<file path="config.mk">
export PLATFORM = sky130hd
export DESIGN_NAME = sound_cmd_sched
export DESIGN_NICKNAME = d
export VERILOG_FILES = /design/src/rtl/sound_cmd_sched.sv
export SDC_FILE = /design/constraint.sdc
export NUM_CORES = 1
export LEC_CHECK = 0
export CORE_ASPECT_RATIO = 2
export CORE_MARGIN = 3
export CORE_UTILIZATION = 52
export DETAILED_ROUTE_END_ITERATION = 16
export PLACE_DENSITY_LB_ADDON = 0.12
export SYNTH_ARGS = -nofsm -noshare
export SYNTH_HDL_FRONTEND = slang
export SYNTH_SLANG_ARGS = --single-unit
export TNS_END_PERCENT = 30
</file>
<file path="constraint.sdc">
create_clock -name clk_4e -period 2.5 [get_ports clk_4e]
set_clock_uncertainty 0.05 [all_clocks]
set_input_delay 0.375 -clock clk_4e [delete_from_list [all_inputs] [get_ports clk_4e]]
set_output_delay 0.375 -clock clk_4e [all_outputs]
set_load 0.02 [all_outputs]
</file>
<file path="src/rtl/sound_cmd_sched.sv">
// Sound command scheduler: four requesters with one pending slot each, arbitrated onto the 6-bit
// sound bus pb. Each command is held for HOLD_E E ticks, followed by GAP_E ticks of idle code.
module sound_cmd_sched #(
  parameter int HOLD_E = 8,
  parameter int GAP_E  = 4,
  parameter int RR     = 0
) (
  input  logic        clk_4e,
  input  logic        reset,
  input  logic        e_tick,
  input  logic        flush,
  input  logic [3:0]  req,
  input  logic [23:0] cmd,
  output logic [3:0]  ack,
  output logic [3:0]  issued,
  output logic [5:0]  pb,
  output logic        busy,
  output logic [1:0]  active_id
);

  localparam logic [5:0] IDLE_CODE = 6'h3F;
  localparam logic [7:0] HOLD_CNT  = 8'(HOLD_E);
  localparam logic [7:0] GAP_CNT   = 8'(GAP_E);

  typedef enum logic [1:0] {IDLE, DRIVE, GAP} state_t;

  state_t          state, state_nxt;
  logic [7:0]      cnt, cnt_nxt;
  logic [3:0]      slot_vld, slot_vld_nxt;
  logic [3:0][5:0] slot_code, slot_code_nxt;
  logic [3:0]      ack_pend, ack_pend_nxt;
  logic [3:0]      ack_nxt, issued_nxt;
  logic [5:0]      pb_nxt;
  logic [1:0]      id_nxt;
  logic [1:0]      last_w, last_w_nxt;
  logic            win_vld;
  logic [1:0]      win;

  // Arbiter. The loops run from lowest to highest priority, so the last hit wins.
  always_comb begin
    win_vld = |slot_vld;
    win     = 2'd0;
    if (RR == 0) begin
      for (int i = 3; i >= 0; i--) begin
        if (slot_vld[i]) win = 2'(i);
      end
    end else begin
      // Offset 4 wraps to the previous winner itself, which is searched last.
      for (int k = 4; k >= 1; k--) begin
        if (slot_vld[2'(last_w + 2'(k))]) win = 2'(last_w + 2'(k));
      end
    end
  end

  always_comb begin
    state_nxt     = state;
    cnt_nxt       = cnt;
    slot_vld_nxt  = slot_vld;
    slot_code_nxt = slot_code;
    ack_pend_nxt  = 4'd0;
    // The ack is delayed a cycle so that, from IDLE, it lines up with the issued pulse.
    ack_nxt       = ack_pend;
    issued_nxt    = 4'd0;
    pb_nxt        = pb;
    id_nxt        = active_id;
    last_w_nxt    = last_w;

    case (state)
      IDLE: begin
        if (win_vld) begin
          pb_nxt            = slot_code[win];
          slot_vld_nxt[win] = 1'b0;
          id_nxt            = win;
          issued_nxt[win]   = 1'b1;
          cnt_nxt           = HOLD_CNT;
          last_w_nxt        = win;
          state_nxt         = DRIVE;
        end
      end
      DRIVE: begin
        if (e_tick) begin
          if (cnt == 8'd1) begin
            pb_nxt = IDLE_CODE;
            if (GAP_E > 0) begin
              cnt_nxt   = GAP_CNT;
              state_nxt = GAP;
            end else begin
              state_nxt = IDLE;
            end
          end else begin
            cnt_nxt = cnt - 8'd1;
          end
        end
      end
      GAP: begin
        if (e_tick) begin
          if (cnt == 8'd1) state_nxt = IDLE;
          else             cnt_nxt   = cnt - 8'd1;
        end
      end
      default: state_nxt = IDLE;
    endcase

    // Capture runs after the issue, so a slot re-requested as it wins stays valid with the new code.
    for (int n = 0; n < 4; n++) begin
      if (req[n]) begin
        ack_pend_nxt[n] = 1'b1;
        if (cmd[6*n +: 6] != IDLE_CODE) begin
          slot_vld_nxt[n]  = 1'b1;
          slot_code_nxt[n] = cmd[6*n +: 6];
        end
      end
    end

    if (flush) begin
      slot_vld_nxt = 4'd0;
      ack_pend_nxt = 4'd0;
      issued_nxt   = 4'd0;
      pb_nxt       = IDLE_CODE;
      id_nxt       = active_id;
      last_w_nxt   = last_w;
      state_nxt    = IDLE;
    end
  end

  always_ff @(posedge clk_4e) begin
    if (reset) begin
      state     <= IDLE;
      cnt       <= 8'd0;
      slot_vld  <= 4'd0;
      slot_code <= '0;
      ack_pend  <= 4'd0;
      ack       <= 4'd0;
      issued    <= 4'd0;
      pb        <= IDLE_CODE;
      active_id <= 2'd0;
      last_w    <= 2'd3;
    end else begin
      state     <= state_nxt;
      cnt       <= cnt_nxt;
      slot_vld  <= slot_vld_nxt;
      slot_code <= slot_code_nxt;
      ack_pend  <= ack_pend_nxt;
      ack       <= ack_nxt;
      issued    <= issued_nxt;
      pb        <= pb_nxt;
      active_id <= id_nxt;
      last_w    <= last_w_nxt;
    end
  end

  assign busy = (state != IDLE);

endmodule

</file>
==> qor.csv <==
metric,value,unit
status,"complete, no violations",
numCtsBuffers,9,
clock_latency,340,ps
clk_pin_slew,70,ps
num_vias,2420,
post-cts-setup-buffers,0,
antenna_found_initial,0,
setup_violations,0,
cts_tree,yes,
critPathMostFrequentCell,inv_1,
drtPass1Iterations,4,
grt_first_pass_wirelength,11.6,mm
path_delay_family,buffers and inverters,
min_path_cells,1,
grt_max_degree,27,
hold_violations,0,
ys.flop_type,dfxtp_1,
worstReg2RegEnd,pb[0]$_SDFFE_PP1P_,
synth_area,2650,sq um
pin_count,49,
yosysWarnings,0,
drv_slew,0,
via_per_inst,5.92,
worstHoldStart,ack_nxt[1]$_SDFF_PP0_,
slew_headroom,50.3,%
pwr-share-comb,15.9,%
leakagePower,0.00139,uW
coreArea,4910,sq um
power,2360,uW
critPathMaxStageDelay,650,ps
power.internal,1720,uW
drc,0,
syn_inst,293,
period_minus_slack,2390,ps
synth_edf_count,0,
worst_pin_slew,743,ps
synth-seq-cells,58,
fin_nets,384,
start_util,54.1,%
root_buffer,clkbuf_8,
cts-resized-gates,0,
wl,7.06,mm
fmax,419,MHz
p_seq_share,43.2,%
grt_overflow_total,0,
min_period_over_period,95.5,%
worstPathMaxFanout,7,
power.switching,637,uW
cpMaxStageDelayCell,clkdlybuf4s50_1,
hold_path_class,register to register,
drv_cap,0,
critPathArrivalTime,1960,ps
fillers,412,
ys_seq_area_share,43.8,%
critPathLaunchType,register,
layout-drive-gt1-share,10.2,%
cts_hold_buf,0,
detail_route.wl_per_cell,17.3,microns
reg2reg_from,cnt[2]$_SDFFE_PP0P_,
grt.total_usage,25.3,%
n_antenna_cell,0,
dpl.hpwl,5.51,mm
async_flop_share,0,%
worstPathRequired,2080,ps
grt_pass1_vias,2378,
path_cells,inv_1 > ha_1 > inv_1 > clkdlybuf4s50_1,
place.gp.congestion,0.937,
fp-row-count,36,
ys_types,52,
die_w,56.5,microns
syn_to_final_growth,29.0,%
rrSetupSlack,420,ps
synth_fp_nets,330,
critPathBufInv,3,
rsz0062_at_grt,no,
cts_sinks,58,
cts_buffer_depth,2,
end_kind,output pin,
p_clk_share,40.9,%
drtIter0Drc,144,
pre_cts_ws,404,ps
setup_ws,114,ps
critPathKind,register to output pin,
p_per_area,689,nW/um^2
dieHeight,107,microns
setup_tns,0,ps
htree_levels,3,
worstHoldEndpoint,ack[1]$_SDFF_PP0_,
syn_area_per_cell,9.06,sq um
die-area,6050,sq um
place.port_buffers,48,
drtAntennaViolNets,0,
p_sw_share,27.0,%
worstRegToRegCells,4,
ir_drop,765,uV
## metal layers
metal | vias up | track usage, % | routed length [microns]
met5 | - | 0 | 0
met4 | 0 | 15.1 | 298
met3 | 23 | 5.06 | 241
met2 | 76 | 47.3 | 4070
met1 | 1153 | 24.4 | 2450
li1 | 1168 | - | -
## worst max-delay path by stage
stage / start / end / depth (start not counted)
after floorplan: state[1]$_SDFFE_PP0P_ / pb[1]$_SDFFE_PP1P_ / 8
after global placement: reset / pb[5]$_SDFFE_PP1P_ / 5
after detailed placement: reset / pb[1]$_SDFFE_PP1P_ / 5
after CTS: state[1]$_SDFFE_PP0P_ / busy / 4
after global routing: state[1]$_SDFFE_PP0P_ / busy / 4
final: state[1]$_SDFFE_PP0P_ / busy / 4
## cell usage in the layout, fill, tap and decap left out, drive strengths merged, types with 2 or more instances in the layout
master / instances
and3: 7
o211ai: 3
bufinv: 2
o211a: 2
a211o: 2
nand3: 3
nor4b: 3
clkinvlp: 2
nor2b: 6
nand2b: 3
nor4: 2
o21ai: 14
a21o: 2
mux2i: 23
dfxtp: 58
buf: 6
nand2: 19
nand4: 9
a31oi: 3
or3: 3
and2: 5
clkdlybuf4s50: 48
clkbuf: 9
nor3b: 2
a221oi: 14
nor3: 8
a211oi: 5
inv: 27
a21oi: 11
ha: 5
nor2: 31
## stage by stage
| stage | instance area, sq um | instances | hold WS [ps] | utilization (%) |
|---|---|---|---|---|
| after floorplan | 2650 | 293 | 364 | - |
| after global placement | 3200 | 393 | 368 | 65.1 |
| after detailed placement | 3200 | 393 | 375 | 65.1 |
| after CTS | 3420 | 409 | 392 | 69.7 |
| after global routing | 3420 | 409 | 408 | 69.7 |
| final | 3420 | 409 | 390 | 69.7 |
## layout make-up
| class | instances | area, sq um | share of cell area, % |
|---|---|---|---|
| well taps | 57 | 71.3 | 2.08 |
| inverters | 25 | 93.8 | 2.74 |
| clock buffers | 9 | 124 | 3.62 |
| multi-input cells | 199 | 1350 | 39.3 |
| flip-flops and latches | 58 | 1160 | 33.9 |
| clock inverters | 7 | 101 | 2.96 |
| repair buffers | 54 | 526 | 15.4 |
## synth_stat cells (all sizes together), types with 2 or more instances
master | n | area (sq um)
a21o | 2 | 17.5
inv | 25 | 93.8
a31oi | 3 | 18.8
o211ai | 3 | 22.5
dfxtp | 58 | 1160
ha | 5 | 62.6
clkbuf | 6 | 22.5
a211oi | 5 | 42.5
o211a | 2 | 20.0
and2 | 5 | 31.3
nand2 | 19 | 71.3
nand2b | 3 | 26.3
a211o | 2 | 17.5
buf | 5 | 30.0
and3 | 7 | 45.1
nor4b | 3 | 32.5
o21ai | 14 | 70.1
or3 | 3 | 18.8
nor2b | 6 | 37.5
a21oi | 11 | 58.8
nor3b | 2 | 25.0
nand3 | 3 | 15.0
nand4 | 9 | 56.3
nor4 | 2 | 33.8
nor3 | 8 | 40.0
nor2 | 31 | 116
mux2i | 23 | 230
a221oi | 14 | 123
## power by group through the flow
stage          sequential [uW]  combinational (uW)  clock [uW]
4_1_cts                   1020                 377         982
6_report                  1020                 376         965
2_1_floorplan             1040                 226           0
3_5_place_dp              1040                 375           0
3_3_place_gp              1040                 369           0
5_1_grt                   1020                 412        1030
## flip-flops by register name, indices dropped and copies added (netlist names)
name and count:
slot_code 24, cnt 8, pb 6, ack 4, ack_nxt 4, issued 4, slot_vld 4, active_id 2
state 2
## logic make-up after synthesis
group                      share of synthesized area [%]
adders and majority gates                           2.36
and+or+nand+nor                                     22.2
DFF                                                 43.8
buffers and inverters                               5.52
AOI/OAI and AO/OA                                   17.5
muxes                                               8.68
No activity file was read; power rests on OpenSTA's default activity.
